===== src/rtl/ysyx_22040386_mem_arbiter.sv =====
// Shares one memory bus port between IF fetch and MEM load/store; MEM priority with IF starvation guard.
// Latency: gnt combinational in IDLE, bus_req next cycle, response registered one cycle after bus_rvalid.
// Backpressure: requesters hold req until gnt; bus_req held until ack. ARB_PERF_CNT_EN adds perf counters.
module ysyx_22040386_mem_arbiter #(
  parameter int ADDR_W     = 64,
  parameter int DATA_W     = 64,
  parameter int STARVE_MAX = 4
) (
  input  logic                  i_ARB_clk,
  input  logic                  i_ARB_rst_n,
  input  logic                  i_ARB_if_req,
  input  logic [ADDR_W-1:0]     i_ARB_if_addr,
  input  logic                  i_ARB_if_flush,
  output logic                  o_ARB_if_gnt,
  output logic                  o_ARB_if_rvalid,
  output logic [DATA_W-1:0]     o_ARB_if_rdata,
  input  logic                  i_ARB_mem_req,
  input  logic                  i_ARB_mem_wen,
  input  logic [ADDR_W-1:0]     i_ARB_mem_addr,
  input  logic [DATA_W-1:0]     i_ARB_mem_wdata,
  input  logic [DATA_W/8-1:0]   i_ARB_mem_wmask,
  output logic                  o_ARB_mem_gnt,
  output logic                  o_ARB_mem_rvalid,
  output logic [DATA_W-1:0]     o_ARB_mem_rdata,
  output logic                  o_ARB_bus_req,
  output logic                  o_ARB_bus_wen,
  output logic [ADDR_W-1:0]     o_ARB_bus_addr,
  output logic [DATA_W-1:0]     o_ARB_bus_wdata,
  output logic [DATA_W/8-1:0]   o_ARB_bus_wmask,
  input  logic                  i_ARB_bus_ack,
  input  logic                  i_ARB_bus_rvalid,
  input  logic [DATA_W-1:0]     i_ARB_bus_rdata,
  output logic                  o_ARB_busy
`ifdef ARB_PERF_CNT_EN
  ,
  output logic [31:0]           o_ARB_perf_if_gnt,
  output logic [31:0]           o_ARB_perf_mem_gnt,
  output logic [31:0]           o_ARB_perf_if_stall
`endif
);

  localparam int MASK_W = DATA_W / 8;
  localparam int CNT_W  = $clog2(STARVE_MAX + 1);
  localparam logic [CNT_W-1:0] STARVE_LIM = CNT_W'(STARVE_MAX);

  typedef enum logic [1:0] {
    ST_IDLE = 2'd0,
    ST_REQ  = 2'd1,
    ST_WAIT = 2'd2
  } state_e;

  state_e              state_q, state_d;
  logic [CNT_W-1:0]    starve_q, starve_d;
  logic                owner_if_q, owner_if_d;
  logic                drop_q, drop_d;
  logic                wen_q, wen_d;
  logic [ADDR_W-1:0]   addr_q, addr_d;
  logic [DATA_W-1:0]   wdata_q, wdata_d;
  logic [MASK_W-1:0]   wmask_q, wmask_d;
  logic                if_rvalid_q, if_rvalid_d;
  logic [DATA_W-1:0]   if_rdata_q, if_rdata_d;
  logic                mem_rvalid_q, mem_rvalid_d;
  logic [DATA_W-1:0]   mem_rdata_q, mem_rdata_d;

  logic                mem_win, if_win;
  logic                if_gnt_c, mem_gnt_c;
  logic                rsp_fire;

  // IF is forced through only when it is actually waiting and has lost STARVE_MAX times in a row.
  assign mem_win = i_ARB_mem_req && !(i_ARB_if_req && (starve_q == STARVE_LIM));
  assign if_win  = !mem_win && i_ARB_if_req;

  always_comb begin
    state_d    = state_q;
    starve_d   = starve_q;
    owner_if_d = owner_if_q;
    drop_d     = drop_q;
    wen_d      = wen_q;
    addr_d     = addr_q;
    wdata_d    = wdata_q;
    wmask_d    = wmask_q;
    if_gnt_c   = 1'b0;
    mem_gnt_c  = 1'b0;
    rsp_fire   = 1'b0;

    case (state_q)
      ST_IDLE: begin
        if (mem_win) begin
          mem_gnt_c  = 1'b1;
          owner_if_d = 1'b0;
          drop_d     = 1'b0;
          wen_d      = i_ARB_mem_wen;
          addr_d     = i_ARB_mem_addr;
          wdata_d    = i_ARB_mem_wdata;
          wmask_d    = i_ARB_mem_wmask;
          state_d    = ST_REQ;
          if (i_ARB_if_req && (starve_q != STARVE_LIM)) begin
            starve_d = starve_q + CNT_W'(1);
          end
        end else if (if_win) begin
          if_gnt_c   = 1'b1;
          owner_if_d = 1'b1;
          drop_d     = i_ARB_if_flush;
          wen_d      = 1'b0;
          addr_d     = i_ARB_if_addr;
          wdata_d    = '0;
          wmask_d    = '0;
          starve_d   = '0;
          state_d    = ST_REQ;
        end
      end
      ST_REQ: begin
        if (owner_if_q && i_ARB_if_flush) begin
          drop_d = 1'b1;
        end
        // A response without acceptance is not a valid bus event and is ignored.
        if (i_ARB_bus_ack) begin
          rsp_fire = i_ARB_bus_rvalid;
          state_d  = i_ARB_bus_rvalid ? ST_IDLE : ST_WAIT;
        end
      end
      ST_WAIT: begin
        if (owner_if_q && i_ARB_if_flush) begin
          drop_d = 1'b1;
        end
        if (i_ARB_bus_rvalid) begin
          rsp_fire = 1'b1;
          state_d  = ST_IDLE;
        end
      end
      default: begin
        state_d = ST_IDLE;
      end
    endcase
  end

  // drop_d already folds in a flush seen in the response cycle itself.
  always_comb begin
    if_rvalid_d  = rsp_fire && owner_if_q && !drop_d;
    mem_rvalid_d = rsp_fire && !owner_if_q;
    if_rdata_d   = if_rvalid_d ? i_ARB_bus_rdata : '0;
    mem_rdata_d  = (mem_rvalid_d && !wen_q) ? i_ARB_bus_rdata : '0;
  end

  always_ff @(posedge i_ARB_clk) begin
    if (!i_ARB_rst_n) begin
      state_q      <= ST_IDLE;
      starve_q     <= '0;
      owner_if_q   <= 1'b0;
      drop_q       <= 1'b0;
      wen_q        <= 1'b0;
      addr_q       <= '0;
      wdata_q      <= '0;
      wmask_q      <= '0;
      if_rvalid_q  <= 1'b0;
      if_rdata_q   <= '0;
      mem_rvalid_q <= 1'b0;
      mem_rdata_q  <= '0;
    end else begin
      state_q      <= state_d;
      starve_q     <= starve_d;
      owner_if_q   <= owner_if_d;
      drop_q       <= drop_d;
      wen_q        <= wen_d;
      addr_q       <= addr_d;
      wdata_q      <= wdata_d;
      wmask_q      <= wmask_d;
      if_rvalid_q  <= if_rvalid_d;
      if_rdata_q   <= if_rdata_d;
      mem_rvalid_q <= mem_rvalid_d;
      mem_rdata_q  <= mem_rdata_d;
    end
  end

  // Grants are combinational from the request inputs, so they are masked while reset is held.
  assign o_ARB_if_gnt     = i_ARB_rst_n && if_gnt_c;
  assign o_ARB_mem_gnt    = i_ARB_rst_n && mem_gnt_c;
  assign o_ARB_if_rvalid  = if_rvalid_q;
  assign o_ARB_if_rdata   = if_rdata_q;
  assign o_ARB_mem_rvalid = mem_rvalid_q;
  assign o_ARB_mem_rdata  = mem_rdata_q;
  assign o_ARB_bus_req    = (state_q == ST_REQ);
  assign o_ARB_bus_wen    = wen_q;
  assign o_ARB_bus_addr   = addr_q;
  assign o_ARB_bus_wdata  = wdata_q;
  assign o_ARB_bus_wmask  = wmask_q;
  assign o_ARB_busy       = (state_q != ST_IDLE);

`ifdef ARB_PERF_CNT_EN
  logic [31:0] perf_if_gnt_q, perf_mem_gnt_q, perf_if_stall_q;

  always_ff @(posedge i_ARB_clk) begin
    if (!i_ARB_rst_n) begin
      perf_if_gnt_q   <= '0;
      perf_mem_gnt_q  <= '0;
      perf_if_stall_q <= '0;
    end else begin
      if (if_gnt_c) begin
        perf_if_gnt_q <= perf_if_gnt_q + 32'd1;
      end
      if (mem_gnt_c) begin
        perf_mem_gnt_q <= perf_mem_gnt_q + 32'd1;
      end
      if (i_ARB_if_req && !if_gnt_c) begin
        perf_if_stall_q <= perf_if_stall_q + 32'd1;
      end
    end
  end

  assign o_ARB_perf_if_gnt   = perf_if_gnt_q;
  assign o_ARB_perf_mem_gnt  = perf_mem_gnt_q;
  assign o_ARB_perf_if_stall = perf_if_stall_q;
`endif

endmodule

===== config.mk =====
export PLATFORM = sky130hd
export DESIGN_NAME = ysyx_22040386_mem_arbiter
export DESIGN_NICKNAME = d
export VERILOG_FILES = /design/src/rtl/ysyx_22040386_mem_arbiter.sv
export SDC_FILE = /design/constraint.sdc
export NUM_CORES = 1
export LEC_CHECK = 0
export ABC_AREA = 1
export BUFFER_PORTS_ARGS = -buffer_cell sky130_fd_sc_hd__buf_2
export CORE_AREA = 5 5 207 209
export DETAILED_ROUTE_END_ITERATION = 6
export DIE_AREA = 0 0 212 214
export HOLD_SLACK_MARGIN = 0.05
export PLACE_DENSITY_LB_ADDON = 0.12
export SYNTH_ARGS = -nofsm -noshare
export SYNTH_HDL_FRONTEND = slang
export SYNTH_SLANG_ARGS = --single-unit

===== constraint.sdc =====
create_clock -name i_ARB_clk -period 1.95 [get_ports i_ARB_clk]
set_clock_uncertainty 0.1 [all_clocks]
set_input_delay 0.2925 -clock i_ARB_clk [delete_from_list [all_inputs] [get_ports i_ARB_clk]]
set_output_delay 0.2925 -clock i_ARB_clk [all_outputs]
set_load 0.1 [all_outputs]

==> results.sh <==
export IMPL_die_x_um=212
export IMPL_yosysTopAreaCellShare_pct=57.4
export IMPL_rsz0062_at_grt="true"
export IMPL_power_leakage_nw=9.40
export IMPL_worstPathRequired_ps=1560
export IMPL_antenna_left=0
export IMPL_cts_buffers=34
export IMPL_synth_edf_count=0
export IMPL_relSlewSlack_pct=46.6
export IMPL_yosys_top_cells_area="dfxtp_1 57%, nand2_1 14%, nor2_1 10%, nand3_1 7.2%, inv_1 5.6%"
export IMPL_area_delta_synth_final_pct=77.8
export IMPL_ioPinCount=543
export IMPL_grt_pass1_wl_um=60100
export IMPL_drt_initial_drc_count=508
export IMPL_grt_antenna_before_repair=5
export IMPL_path_cells="inv_2 > ha_4 > nand3_4 > nand2_4 > buf_6 > nand2_4 > nor2_4 > buf_12"
export IMPL_worstSetupStartpointType="register"
export IMPL_syn_inst=1273
export IMPL_tightest_slew_ps=800
export IMPL_synthArstFlopShare_pct=0
export IMPL_hold_viol_final=0
export IMPL_critPathMaxStageDelay_ps=320
export IMPL_drc=0
export IMPL_cap_violations=0
export IMPL_ys_ff_latch=274
export IMPL_ctsRootBufferMaster="clkbuf_16"
export IMPL_regToRegStartpoint="starve_q[1]"
export IMPL_yosysMostFrequentCell="nand2_1"
export IMPL_status="finished with violations"
export IMPL_max_freq_mhz=481
export IMPL_ir_drop_mv=0.707
export IMPL_drv_slew=0
export IMPL_hp_start="i_ARB_if_req"
export IMPL_grt_max_degree=75
export IMPL_cp_max_fo=4
export IMPL_ys_seq_area_share_pct=57.4
export IMPL_worstSkewPairLatency_ps=520
export IMPL_drt_wirelength_per_cell_um=15.0
export IMPL_p_total_mw=22.6
export IMPL_hp_class="in2reg"
export IMPL_core_area_um2=40600
export IMPL_ys_flop_type="dfxtp_1"
export IMPL_overflow=0
export IMPL_setup_ws_ps=-131
export IMPL_yosys_warnings=0
export IMPL_synth_cell_types=20
export IMPL_cpMostUsedCell="nand2_4"
export IMPL_violations="negative setup slack"
export IMPL_critPathLaunch="starve_q[0]"
export IMPL_die_y_um=214
export IMPL_drive_gt1_share_pct=31.3
export IMPL_fin_crit_ps=2080
export IMPL_syn_avg_cell_area_um2=7.51
export IMPL_avgViaCountPerCell=4.10
export IMPL_netlist_top_cell_by_area="dfxtp_1"
export IMPL_slowest_stage="dfxtp_2"
export IMPL_crit_type="reg2out"
export IMPL_track_usage_pct=16.5
export IMPL_cts_tree="built"
export IMPL_n_fill_cell=4166
export IMPL_fp_row_count=74
export IMPL_finalWirelength_um=39800
export IMPL_clk_pin_slew_ps=60
export IMPL_initial_utilization_pct=23.5
export IMPL_place_gp_congestion=0.801
export IMPL_finalSetupViolations=2
export IMPL_cts_buffer_depth=3
export IMPL_period_share_pct=107
export IMPL_cts_max_level=2
export IMPL_num_vias=10900
export IMPL_end_kind="output pin"
export IMPL_synth_area_um2=9560
export IMPL_drtPass1Iterations=5
export IMPL_numPortBuffers=542
export IMPL_postLayoutCoreUtil_pct=41.8
export IMPL_final_net_count=2365
export IMPL_numClockSinks=274
export IMPL_syn_num_nets=1551
export IMPL_power_density_nw_per_um2=1330
export IMPL_grt_pass1_vias=10900
export IMPL_dieArea_um2=45400
export IMPL_synthTopCellsByCount="358 x nand2_1, 274 x dfxtp_1, 263 x nor2_1, 143 x inv_1, 137 x nand3_1"
export IMPL_arrival_ps=1690
export IMPL_dp_hpwl_um=28100
[sequential cells by signal, summed over array words and instances (netlist names), 2 cells and up]
name             cells
o_ARB_mem_rdata     64
state_q              2
o_ARB_bus_wmask      8
starve_q             3
o_ARB_bus_wdata     64
o_ARB_bus_addr      64
o_ARB_if_rdata      64
[power breakdown]
group / leakage, nW / internal, mW / switching (mW)
logic: 6.63 / 2.11 / 7.69
clock network: 0.534 / 3.63 / 2.45
registers: 2.24 / 6.35 / 0.341
[stage by stage]
stage	instances	hold WS [ps]	setup slack, ps	TNS [ps]	instance area [um^2]
after global routing	2646	144	-222	-722	17000
after detailed placement	2301	360	64.3	0	13000
after floorplan	1273	296	-199	-1770	9620
after global placement	2301	352	105	0	13000
after CTS	2641	62.4	-190	-357	17000
final	2646	136	-131	-235	17000
[layout by cell type, fill, tap and decap left out]
| cell | synthesis | layout |
|---|---|---|
| buf_6 | 0 | 4 |
| inv_6 | 0 | 3 |
| clkbuf_1 | 32 | 9 |
| nand2_2 | 1 | 3 |
| a21oi_1 | 9 | 9 |
| nor2_1 | 263 | 262 |
| ha_4 | 0 | 2 |
| nor3_1 | 2 | 2 |
| inv_4 | 0 | 1 |
| buf_12 | 0 | 15 |
| clkbuf_8 | 0 | 10 |
| nor2_4 | 0 | 2 |
| nand3_1 | 137 | 136 |
| dfxtp_1 | 274 | 270 |
| o21ai_0 | 1 | 1 |
| buf_4 | 6 | 23 |
| diode_2 | 0 | 2 |
| clkinv_8 | 0 | 1 |
| nand2_1 | 358 | 353 |
| inv_1 | 143 | 135 |
| clkinv_2 | 0 | 3 |
| inv_2 | 3 | 8 |
| nand2_4 | 0 | 3 |
| clkbuf_16 | 0 | 34 |
| buf_2 | 29 | 538 |
| nor3_2 | 1 | 1 |
| o21ai_4 | 0 | 1 |
| xor2_1 | 1 | 1 |
| ha_2 | 0 | 1 |
| nand3_4 | 0 | 1 |
| dlygate4sd3_1 | 0 | 268 |
| dfxtp_2 | 0 | 4 |
| a211oi_1 | 2 | 2 |
| clkinvlp_4 | 0 | 2 |
| clkinv_4 | 0 | 1 |
| ha_1 | 6 | 3 |
[path summary, 6_finish.rpt]
kind / end / slack (ps) / cells after the start
setup / recovery: o_ARB_if_gnt / -130 / 8
hold / removal: starve_q[0] / 140 / 4
hold reg to reg: o_ARB_bus_wdata[17] / 370 / 2
setup reg to reg: o_ARB_bus_addr[18] / 110 / 12
[logic make-up after synthesis]
| kind of cell | after synthesis | synth area share [%] |
|---|---|---|
| AO/OA/AOI/OAI | 13 | 0.733 |
| XOR/XNOR | 1 | 0.0917 |
| adder cells (fa/ha/maj) | 6 | 0.785 |
| buffers and inverters | 216 | 9.10 |
| flip-flops | 274 | 57.4 |
| AND/OR/NAND/NOR | 763 | 31.9 |
[metal layers]
layer  GRT usage, %  wire (um)  part of all wire [%]
met1           18.5      15400                    39
met2           28.6      19500                    49
met3           4.58       3010                   7.6
met5              0         43                  0.11
met4           8.12       1790                   4.5
[what timing repair did]
| item | 4_1_cts | 5_1_grt |
|---|---|---|
| pin swaps | 4 | 2 |
| setup buffers | 12 | 3 |
| hold buffers | 268 | 0 |
| resized for setup | 20 | 3 |
| hold endpoints to repair | 270 | 0 |
| setup endpoints to repair | 4 | 65 |
[layout make-up]
type                            count  area [um^2]  area share, %
Inverter                          146          556           3.27
Multi-Input combinational cell    783         3290           19.4
Tap cell                          532          666           3.92
Clock inverter                      8         68.8          0.405
Sequential cell                   274         5490           32.3
Antenna cell                        2         5.00         0.0294
Clock buffer                       53         1020           6.01
Timing Repair Buffer              848         5890           34.7
[critical path: cells and delay by family, from the launching register on]
family,cells,cell delay [ps]
AND/OR/NAND/NOR,4,330
flip-flops,1,320
adder cells (fa/ha/maj),1,150
buffers and inverters,3,370
Note: power is estimated with default switching activity, not from simulation.
